--- src/rtl/insight_tl_d_capture.sv ---
// Passive TileLink D-channel observer: groups beats into messages, checks burst header
// consistency and queues one summary record per captured message for debug readout.
module insight_tl_d_capture #(
    parameter int DATA_W   = 64,
    parameter int SOURCE_W = 3,
    parameter int SINK_W   = 1,
    parameter int SIZE_W   = 4,
    parameter int BEATS_W  = 8,
    parameter int DEPTH    = 8
) (
    input  logic                clock,
    input  logic                reset,
    input  logic                enable,
    input  logic                clear,
    input  logic                d_valid,
    input  logic                d_ready,
    input  logic [2:0]          d_opcode,
    input  logic [1:0]          d_param,
    input  logic [SIZE_W-1:0]   d_size,
    input  logic [SOURCE_W-1:0] d_source,
    input  logic [SINK_W-1:0]   d_sink,
    input  logic                d_denied,
    input  logic                d_corrupt,
    output logic                rec_valid,
    input  logic                rec_ready,
    output logic [2:0]          rec_opcode,
    output logic [1:0]          rec_param,
    output logic [SIZE_W-1:0]   rec_size,
    output logic [SOURCE_W-1:0] rec_source,
    output logic [SINK_W-1:0]   rec_sink,
    output logic                rec_denied,
    output logic                rec_corrupt,
    output logic [BEATS_W-1:0]  rec_beats,
    output logic                err_protocol,
    output logic                overflow,
    output logic [31:0]         msg_count
);
    localparam int LGB = $clog2(DATA_W / 8);
    localparam int AW  = $clog2(DEPTH);
    localparam logic [SIZE_W-1:0]  LGB_S = SIZE_W'(LGB);
    localparam logic [BEATS_W-1:0] ONE   = BEATS_W'(1);

    typedef struct packed {
        logic [2:0]          opcode;
        logic [1:0]          param;
        logic [SIZE_W-1:0]   size;
        logic [SOURCE_W-1:0] source;
        logic [SINK_W-1:0]   sink;
        logic                denied;
        logic                corrupt;
        logic [BEATS_W-1:0]  beats;
    } rec_t;

    typedef enum logic {IDLE = 1'b0, BURST = 1'b1} state_t;

    state_t             state, state_nxt;
    rec_t               hdr, beat_rec, push_rec, head_q, head_nxt;
    rec_t               mem [DEPTH];
    logic [BEATS_W-1:0] beats_exp, remaining, skip_cnt;
    logic [AW:0]        wr_ptr, rd_ptr, wr_nxt, rd_nxt;
    logic               fire, has_data, skipping, hdr_diff;
    logic               push, pop, full, push_ok, rec_valid_q;

    assign fire     = d_valid & d_ready;
    assign has_data = (d_opcode == 3'd1) || (d_opcode == 3'd5);
    assign skipping = (skip_cnt != '0);
    assign hdr_diff = {d_opcode, d_param, d_size, d_source, d_sink} !=
                      {hdr.opcode, hdr.param, hdr.size, hdr.source, hdr.sink};

    always_comb begin
        beats_exp = ONE;
        if (has_data && d_size > LGB_S)
            beats_exp = ONE << (d_size - LGB_S);
    end

    always_comb begin
        beat_rec         = '0;
        beat_rec.opcode  = d_opcode;
        beat_rec.param   = d_param;
        beat_rec.size    = d_size;
        beat_rec.source  = d_source;
        beat_rec.sink    = d_sink;
        beat_rec.denied  = d_denied;
        beat_rec.corrupt = d_corrupt;
        beat_rec.beats   = beats_exp;
    end

    // Next state and record push; clear overrides any beat in the same cycle.
    always_comb begin
        state_nxt = state;
        push      = 1'b0;
        push_rec  = beat_rec;
        case (state)
            IDLE: begin
                if (fire && !skipping && enable) begin
                    if (beats_exp == ONE) push = 1'b1;
                    else                  state_nxt = BURST;
                end
            end
            BURST: begin
                push_rec         = hdr;
                push_rec.denied  = hdr.denied | d_denied;
                push_rec.corrupt = hdr.corrupt | d_corrupt;
                if (fire && remaining == ONE) begin
                    push      = 1'b1;
                    state_nxt = IDLE;
                end
            end
            default: state_nxt = IDLE;
        endcase
        if (clear) begin
            state_nxt = IDLE;
            push      = 1'b0;
        end
    end

    always_ff @(posedge clock or posedge reset) begin
        if (reset) state <= IDLE;
        else       state <= state_nxt;
    end

    // Header latch, burst countdown and the skip counter for disabled messages.
    always_ff @(posedge clock or posedge reset) begin
        if (reset) begin
            hdr          <= '0;
            remaining    <= '0;
            skip_cnt     <= '0;
            err_protocol <= 1'b0;
        end else if (clear) begin
            hdr          <= '0;
            remaining    <= '0;
            skip_cnt     <= '0;
            err_protocol <= 1'b0;
        end else if (fire) begin
            if (state == BURST) begin
                hdr.denied  <= hdr.denied | d_denied;
                hdr.corrupt <= hdr.corrupt | d_corrupt;
                remaining   <= remaining - ONE;
                if (hdr_diff) err_protocol <= 1'b1;
            end else if (skipping) begin
                skip_cnt <= skip_cnt - ONE;
            end else if (enable) begin
                hdr       <= beat_rec;
                remaining <= beats_exp - ONE;
            end else begin
                skip_cnt <= beats_exp - ONE;
            end
        end
    end

    assign full    = (wr_ptr[AW] != rd_ptr[AW]) && (wr_ptr[AW-1:0] == rd_ptr[AW-1:0]);
    assign pop     = rec_valid_q & rec_ready;
    assign push_ok = push & (~full | pop);
    assign wr_nxt  = wr_ptr + (AW+1)'(push_ok);
    assign rd_nxt  = rd_ptr + (AW+1)'(pop);

    // Output register preloads the next head, bypassing storage when the new record is the head.
    always_comb begin
        head_nxt = mem[rd_nxt[AW-1:0]];
        if (push_ok && rd_nxt == wr_ptr) head_nxt = push_rec;
        if (wr_nxt == rd_nxt)            head_nxt = '0;
    end

    always_ff @(posedge clock) begin
        if (push_ok) mem[wr_ptr[AW-1:0]] <= push_rec;
    end

    always_ff @(posedge clock or posedge reset) begin
        if (reset) begin
            wr_ptr      <= '0;
            rd_ptr      <= '0;
            rec_valid_q <= 1'b0;
            head_q      <= '0;
            overflow    <= 1'b0;
            msg_count   <= '0;
        end else if (clear) begin
            wr_ptr      <= '0;
            rd_ptr      <= '0;
            rec_valid_q <= 1'b0;
            head_q      <= '0;
            overflow    <= 1'b0;
            msg_count   <= '0;
        end else begin
            wr_ptr      <= wr_nxt;
            rd_ptr      <= rd_nxt;
            rec_valid_q <= (wr_nxt != rd_nxt);
            head_q      <= head_nxt;
            if (push && full && !pop)     overflow  <= 1'b1;
            if (push && msg_count != '1)  msg_count <= msg_count + 32'd1;
        end
    end

    assign rec_valid   = rec_valid_q;
    assign rec_opcode  = head_q.opcode;
    assign rec_param   = head_q.param;
    assign rec_size    = head_q.size;
    assign rec_source  = head_q.source;
    assign rec_sink    = head_q.sink;
    assign rec_denied  = head_q.denied;
    assign rec_corrupt = head_q.corrupt;
    assign rec_beats   = head_q.beats;
endmodule

--- config.mk ---
export PLATFORM = sky130hd
export DESIGN_NAME = insight_tl_d_capture
export DESIGN_NICKNAME = d
export VERILOG_FILES = /design/src/rtl/insight_tl_d_capture.sv
export SDC_FILE = /design/constraint.sdc
export NUM_CORES = 1
export LEC_CHECK = 0
export ABC_AREA = 0
export BUFFER_PORTS_ARGS = -buffer_cell sky130_fd_sc_hd__buf_2
export CAP_MARGIN = 20
export CORE_MARGIN = 2
export CORE_UTILIZATION = 40
export CTS_CLUSTER_SIZE = 20
export DETAILED_ROUTE_END_ITERATION = 10
export PLACE_DENSITY = 0.55
export SLEW_MARGIN = 0
export SYNTH_ARGS = -nofsm -noshare
export SYNTH_HDL_FRONTEND = slang
export SYNTH_SLANG_ARGS = --single-unit
--- constraint.sdc ---
create_clock -name clock -period 7.3 [get_ports clock]
set_clock_uncertainty 0.05 [all_clocks]
set_input_delay 1.46 -clock clock [delete_from_list [all_inputs] [get_ports clock]]
set_output_delay 1.46 -clock clock [all_outputs]
set_load 0.03 [all_outputs]
==> impl_metrics.toml, run 1 <==
[run_status]
outcome = "finished clean"

[clock_tree]
cts_max_path_buffers = 3
path_clk_slew_ps = 60
post_cts_resize_count = 0
cts_sinks = 290
cts_hold_buf = 0
cts_made_buffers = 31
cts_tree = "done"
cts_setup_buffers = 0
htreeDepth = 1
cts_root_buffer = "clkbuf_16"
insertion_delay_ps = 560

[synthesis]
ys.flop_type = "edfxtp_1"
synth_top_area_cell = "edfxtp_1"
syn_inst = 933
synthTopCellsByArea = "edfxtp_1 43%, dfrtp_1 21%, mux4_2 8.0%"
postSynthAreaPerCell_sq_um = 13.8
async_flop_share = 0.366
ys_warn_count = 0
yosysTopAreaCellShare = 0.428
syn_area_sq_um = 12900
ys_types = 63
synth_edf_count = 184
ys_seq_area_frac = 0.633
syn_nets = 966
ys_ff_latch = 290

[global_routing]
track_usage = 0.180
grt_remaining_overflow = 0
grt_pass1_vias = 8000
grt_max_degree = 58
grt_pass1_wl_um = 46800
antenna_found_initial = 0

[setup_path]
cp-end-kind = "flip-flop"
worstReg2RegStart = "skip_cnt[0]"
cp_max_fo = 15
r2r.worst_path.cells = 15
r2r_slack_ps = 3280
cp.arrival_ps = 5670
r2r-end = "rec_size[1]"
worstSetupStartpointType = "input pin"
crit_required_ps = 7740
path_class = "input pin to flip-flop"
critPathLaunch = "d_opcode[0]"

[sta]
worstMarginPinSlew_ps = 992
rsz0062_at_grt = "no"
slew-limit-headroom = 0.339
min_period_ps = 5220
fin_setup_tns_ps = 0
hold_viol = 0
max_freq_mhz = 191
post-route-period-util = 0.716
setup_viol = 0
drv_slew = 0

[final_layout]
multiInputGateArea_sq_um = 4540
nets = 1052
seq_area_sq_um = 8180
drive_gt1_frac = 0.227
post-route-util = 0.469
synthToLayoutAreaGrowth_pct = 15.1
antenna_cells = 0
fin_cells = 1446
fill_cells = 2825

[hold_path]
holdCritPathClass = "flip-flop to flip-flop"
hp-start = "overflow"
hold_depth = 2
min_to = "overflow"

[die]
num_rows = 65
start_util = 0.407
num_io_pins = 80
die_area_sq_um = 33800
core_area_sq_um = 31700
die_y_um = 184
die_w_um = 184

[detailed_routing]
first_pass_iters = 5
wirelength_um = 29700
dr.first_iter.drc_count = 497
drtAntennaViolNets = 0
drc = 0
vias = 7972
avgRoutedWirePerCell_um = 20.6
vias_per_cell = 5.51

[power_and_ir_drop]
clkPwrFrac = 0.370
seq_power_share = 0.451
p_leak_uw = 0.00555
switching_share = 0.272
power.switching_uw = 1120
power.density_nw_per_um2 = 278
power.internal_uw = 3010
power_frac_comb = 0.178
vdd_drop_max_mv = 0.238

[placed_design]
gp_congestion = 0.828
port_buffers = 79
dp.cells = 1383
hpwl_um = 18200

[flow_run]
max-cap-violations = 0
[worst max path at each step]
stage	slack, ps	depth (start not counted)	end
after floorplan	1490	7	mem[2][0]
after global placement	1700	16	rec_size[1]
after detailed placement	1540	16	rec_size[1]
after CTS	2110	16	rec_size[1]
after global routing	1770	16	rec_size[1]
final	2080	16	rec_size[1]
[power by group through the flow]
stage | clock network (uW) | logic (uW) | registers, uW
after detailed placement | 0 | 745 | 1900
after floorplan | 0 | 529 | 1930
after global routing | 1640 | 826 | 1870
final | 1530 | 738 | 1870
after CTS | 1580 | 748 | 1870
after global placement | 0 | 741 | 1900
[Yosys cell counts, drive strengths merged (2+ instances only)]
library cell and number:
a2111oi 2, a211oi 16, a21o 2, a21oi 56, a221oi 2, a31oi 4
and2 4, and3 7, and4 6, buf 14, clkbuf 35, dfrtp 106
edfxtp 184, ha 11, inv 24, mux2 16, mux2i 34, mux4 46
nand2 50, nand2b 5, nand3 19, nand3b 4, nand4 11, nor2 78
nor2b 12, nor3 11, nor3b 3, nor4 9, o211a 15, o211ai 6
o21ai 55, o221ai 2, o22ai 2, o31ai 8, or3 22, or4 6
xnor2 16, xor2 13
[cells in the final DEF, fill, tap and decap left out, types with 12 or more instances in the layout]
cell type  Yosys  routed
a211oi_1      16      16
inv_1         24      23
mux2i_1       34      34
or3_1         21      21
nand2_1       50      50
a21oi_1       56      56
buf_2         10      79
mux2_2        16      16
o211a_1       15      15
clkbuf_16      0      31
edfxtp_1     184     184
dfrtp_1      106     106
xnor2_1       16      16
nand3_1       18      18
o21ai_0       54      54
nor2b_1       12      12
xor2_1        13      12
nor2_1        78      77
mux4_2        46      46
buf_4          0      19
[critical path, stage by stage]
cell and delay, ps:
buf_2 150, nor2b_1 490, o21ai_0 340, ha_1 310
inv_1 150, a2111oi_4 80, o21ai_0 700, inv_1 100
ha_1 230, ha_1 200, xnor2_1 150, xor2_1 170
a41o_1 210, buf_4 190, inv_1 490, o211a_1 250
[cells by family after synthesis]
logic type,Yosys count,synth area share
flops,290,0.633
simple gates,252,0.101
compound gates,181,0.0917
mux,96,0.120
buf+inv,73,0.0222
xor+xnor,30,0.0215
fa+ha+maj,11,0.0107
[area by class of cell]
type	count	area share
flip-flops and latches	290	0.550
multi-input cells	570	0.305
clock buffers	42	0.0563
repair buffers	102	0.0382
well taps	402	0.0338
clock inverters	16	0.0108
inverters	24	0.00622
[registers in the layout (all words and copies together), names as in the netlist, 2 cells and up]
name / cells
wr_ptr: 4
rec_opcode: 3
rec_param: 2
hdr: 23
skip_cnt: 8
rd_ptr: 4
remaining: 8
rec_source: 3
rec_beats: 8
msg_count: 32
rec_size: 4
mem: 184
[stage by stage]
stage	power, uW	worst slack [ps]	hold slack (ps)	area (sq um)
after floorplan	2460	1490	430	12900
after global placement	2640	1700	425	13800
after detailed placement	2640	1540	434	13800
after CTS	4190	2110	448	14800
after global routing	4330	1770	464	14900
final	4130	2080	443	14900
[per-layer routing]
layer / vias up / global-route usage / wire length (um)
met5: - / 0 / 0
met4: 0 / 0.0390 / 512
met3: 37 / 0.0246 / 1220
met2: 152 / 0.291 / 14000
met1: 4036 / 0.260 / 14000
li1: 3747 / - / -
(Power assumes the default switching activity.)
==> run 2, diff against run 1 <==
Settings changed: ABC_AREA 0 to 1.
Clock period 7.3 ns to 5.1 ns, I/O delays scaled along.
==> run 2 against run 1 <==
- global-route usage is 2.6 points higher
- sequential share of layout area is 2.7 points lower
- critical path depth is 7 higher
- cell count is 37% higher
- critical endpoint is now rec_beats[5]
- largest cell class unchanged
==> impl_metrics.toml, run 2 <==
[detailed_routing]
avgRoutedWirePerCell_um = 18.5
vias_per_cell = 5.22
wirelength_um = 36600
first_pass_iters = 5
vias = 10343
drc = 0
drtAntennaViolNets = 0
dr.first_iter.drc_count = 809

[placed_design]
post_dp_cell_area_sq_um = 14600
hpwl_um = 23400
dp.cells = 1921
port_buffers = 79
gp_congestion = 0.881
dp_slack_ps = 587

[sta]
drv_slew = 0
max_freq_mhz = 274
fin_setup_tns_ps = 0
rsz0062_at_grt = "no"
worstMarginPinSlew_ps = 1080
slew-limit-headroom = 0.272
hold_viol = 0
min_period_ps = 3650
setup_ws_ps = 1450
post-route-period-util = 0.717
setup_viol = 0

[final_layout]
mostFrequentLayoutCells = "242 x nand2_1, 228 x nor2_1, 184 x edfxtp_1"
nets = 1540
fin_cells = 1980
antenna_cells = 0
drive_gt1_frac = 0.120
stdcell_area_sq_um = 15600
synthToLayoutAreaGrowth_pct = 14.2
largest_reg_flops = 184
layout_commonest_cell = "nand2_1"

[power_and_ir_drop]
power.density_nw_per_um2 = 402
vdd_drop_max_mv = 0.432
p_leak_uw = 0.00639

[global_routing]
antenna_found_initial = 0
grt_pass1_wl_um = 57800
grt_remaining_overflow = 0
track_usage = 0.206
grt_max_degree = 72
grt_pass1_vias = 10080

[synthesis]
async_flop_share = 0.366
ys.flop_type = "edfxtp_1"
syn_area_sq_um = 13700
syn_nets = 1472
ys_warn_count = 0
yosys-top-cells-count = "242 x nand2_1, 229 x nor2_1, 184 x edfxtp_1, 179 x o21ai_0, 135 x inv_1"
synth_top_area_cell = "edfxtp_1"
postSynthAreaPerCell_sq_um = 9.51
yosysMostFrequentCell = "nand2_1"
synthTopCellsByArea = "edfxtp_1 40%, dfrtp_1 19%, nand2_1 6.6%"
syn_inst = 1439
yosysTopAreaCellShare = 0.404
ys_types = 40
ys_seq_area_frac = 0.598
ys_ff_latch = 290
synth_edf_count = 184

[clock_tree]
htreeDepth = 1
cts_tree = "done"
cts_setup_buffers = 0
cts_max_path_buffers = 3
cts_root_buffer = "clkbuf_16"
post_cts_resize_count = 0
cts_made_buffers = 31
cts_sinks = 290
cts_hold_buf = 0
path_clk_slew_ps = 60
insertion_delay_ps = 580

[die]
num_rows = 67
num_io_pins = 80
die_w_um = 189
start_util = 0.407
core_area_sq_um = 33600
die_y_um = 189
die_area_sq_um = 35700

[setup_path]
cp-end-kind = "flip-flop"
path_class = "input pin to flip-flop"
cp_max_fo = 13
worstSetupStartpointType = "input pin"
cp.arrival_ps = 4120
crit_required_ps = 5560

[hold_path]
holdCritPathClass = "flip-flop to flip-flop"

[flow_run]
max-cap-violations = 0

[run_status]
outcome = "finished clean"
-- run 2: power breakdown --
group	internal, uW	total (uW)	switching, uW
combinational	353	1300	949
sequential	2630	2700	70.5
clock	1350	2280	930
-- run 2: cell families after synthesis --
kind of cell	after synthesis	synth area share
AO/OA/AOI/OAI	267	0.107
XOR/XNOR	48	0.0313
adder cells (fa/ha/maj)	11	0.0101
buffers and inverters	208	0.0613
flip-flops	290	0.598
AND/OR/NAND/NOR	615	0.193
-- run 2: per-layer routing --
layer  part of all wire  GRT usage  vias to the layer above  wire [um]
met2               0.47      0.332                      250      17100
met1               0.46      0.294                     5041      16900
met3              0.051     0.0311                       45       1880
li1                   -          -                     5007          -
met4              0.017     0.0487                        0        631
met5                  0          0                        -          0
-- run 2: worst max-delay path, stage by stage --
cell	delay (ps)
buf_2	110
inv_1	80
nand2_1	110
nor2_4	210
nand2_1	70
nor2_1	110
inv_1	90
ha_1	190
nand2_1	60
nor2_1	70
nand3_2	110
nand2_4	50
inv_1	60
nor2_1	40
ha_1	190
ha_1	200
xnor2_1	210
xor2_1	160
nor3_1	70
nor2_2	480
buf_6	250
nand2_1	70
nor2_1	80
-- run 2: metrics by stage --
step | utilization | hold slack [ps] | total power (uW)
finish | 0.465 | 442 | 6290
CTS | 0.465 | 444 | 6330
global route | 0.465 | 470 | 6600
floorplan | - | 403 | 3690
global placement | 0.434 | 421 | 4030
detailed placement | 0.434 | 431 | 4040
-- run 2: worst paths after layout --
kind,slack [ps],startpoint,to,cells after the start
worst max-delay path,1450,d_opcode[1],rec_beats[5],23
worst min-delay path,440,hdr[9],hdr[9],2
worst max register to register,1520,wr_ptr[1],rec_beats[5],17
worst min register to register,440,hdr[9],hdr[9],2
max in group asynchronous,3590,reset,hdr[20],3
min in group asynchronous,530,reset,remaining[2],2
-- run 2: final cells by class --
cell class | count | area (sq um)
clock inverters | 17 | 196
multi-input cells | 941 | 4720
clock buffers | 41 | 833
fillers | 3222 | 18000
well taps | 448 | 561
repair buffers | 106 | 627
flip-flops and latches | 290 | 8180
inverters | 137 | 517
==> run 3, diff against run 2 <==
Clock period 5.1 ns to 3.8 ns, I/O delays scaled along.
==> run 3 against run 2 <==
- die area is the same
- total power grew 38%
- non-clock buffer count grew 19
- largest cell class unchanged
==> impl_metrics.toml, run 3 (synthesis results as in run 2) <==
[final_layout]
nets = 1562
layout_commonest_cell = "nand2_1"
drive_gt1_frac = 0.132
antenna_cells = 0
post-route-util = 0.474
fin_cells = 2002
mostFrequentLayoutCells = "242 x nand2_1, 228 x nor2_1, 184 x edfxtp_1"
synthToLayoutAreaGrowth_pct = 16.3
fill_cells = 3177
stdcell_area_sq_um = 15900
largest_reg_flops = 184

[die]
core_area_sq_um = 33600
num_io_pins = 80
die_y_um = 189
num_rows = 67
start_util = 0.407
die_area_sq_um = 35700
die_w_um = 189

[clock_tree]
cts_root_buffer = "clkbuf_16"
path_clk_slew_ps = 60
insertion_delay_ps = 530
cts_hold_buf = 0
post_cts_resize_count = 0
cts_max_path_buffers = 3
cts_made_buffers = 34
cts_sinks = 290
htreeDepth = 2
cts_setup_buffers = 0
cts_tree = "done"

[setup_path]
cp_max_fo = 24
path_class = "input pin to flip-flop"
cp-end-kind = "flip-flop"
crit_required_ps = 4200
cp.arrival_ps = 3580
worstReg2RegStart = "skip_cnt[0]"
worstSetupStartpointType = "input pin"
critPathLaunch = "d_opcode[1]"

[power_and_ir_drop]
p_leak_uw = 0.00652
total_power_uw = 8660
power.density_nw_per_um2 = 544
vdd_drop_max_mv = 0.411

[sta]
setup_viol = 0
post-route-period-util = 0.837
slew-limit-headroom = 0.355
rsz0062_at_grt = "no"
timing.hold.ws_ps = 267
drv_slew = 0
max_freq_mhz = 315
worstMarginPinSlew_ps = 967
min_period_ps = 3180
hold_viol = 0

[detailed_routing]
drtAntennaViolNets = 0
wirelength_um = 36100
first_pass_iters = 5
vias_per_cell = 5.15
drc = 0
avgRoutedWirePerCell_um = 18.0
vias = 10303
dr.first_iter.drc_count = 835

[global_routing]
grt_pass1_vias = 10001
track_usage = 0.203
grt_pass1_wl_um = 57000
antenna_found_initial = 0
grt_max_degree = 93
grt_remaining_overflow = 0

[hold_path]
holdCritPathClass = "input pin to async pin"

[placed_design]
dp.cells = 1940
post_dp_cell_area_sq_um = 14800
hpwl_um = 24100
gp_congestion = 0.871
port_buffers = 79

[run_status]
outcome = "finished clean"

[flow_run]
max-cap-violations = 0
[run 3: cell types whose count changed in the layout (fill, tap and decap cells not counted), sizes merged]
cell | previous run | this run
clkbuf | 41 | 50
buf | 106 | 124
bufinv | 4 | 2
inv | 138 | 140
clkinv | 11 | 6
[run 3: through the flow]
| step | TNS [ps] | setup slack (ps) |
|---|---|---|
| 3_5_place_dp | -4650 | -225 |
| 2_1_floorplan | -24360 | -132 |
| 5_1_grt | 0 | 318 |
| 6_report | 0 | 620 |
| 4_1_cts | 0 | 317 |
| 3_3_place_gp | -3360 | -153 |
[run 3: worst paths after layout]
path                                       to  slack, ps  cells past startpoint
worst max-delay path            rec_source[0]        620                     22
worst min-delay path             err_protocol        270                      2
worst max register to register  rec_source[0]        660                     18
worst min register to register         hdr[9]        430                      2
max in group asynchronous        msg_count[7]       2660                      3
min in group clock                     hdr[9]        430                      2
[run 3: routing by layer]
layer  vias up  track usage  part of all wire  routed length (um)
met5         -            0                 0                   0
li1       5070            -                 -                   -
met4         0       0.0445             0.015                 535
met3        45       0.0302             0.052                1890
met1      4922        0.305              0.49               17600
met2       266        0.312              0.45               16100
[run 3: area by class of cell]
| cell class | instances | area, sq um | area share |
|---|---|---|---|
| Clock buffer | 49 | 947 | 0.0595 |
| Clock inverter | 12 | 170 | 0.0107 |
| Inverter | 137 | 517 | 0.0325 |
| Multi-Input combinational cell | 941 | 4720 | 0.296 |
| Sequential cell | 290 | 8180 | 0.514 |
| Tap cell | 448 | 561 | 0.0352 |
| Timing Repair Buffer | 125 | 828 | 0.0520 |
[run 3: worst max-delay path, stage by stage]
cell     delay [ps]
buf_2           110
inv_1            90
nand2_1         120
nor2_4          100
nand2_1          60
nor2_1          120
inv_1            70
ha_1            190
nand2_1          60
nor2_1           60
nand3_2         110
nand2_4          50
inv_1            60
nor2_1           40
ha_1            180
ha_1            200
xnor2_1         210
xor2_1          190
nor3_1          100
nor2_4          470
nand2_1         120
nor2_1          100
[run 3: report_power, final]
part	internal [uW]	switching (uW)
clock	1910	1330
combinational	521	1270
sequential	3540	98.6
total	5970	2700
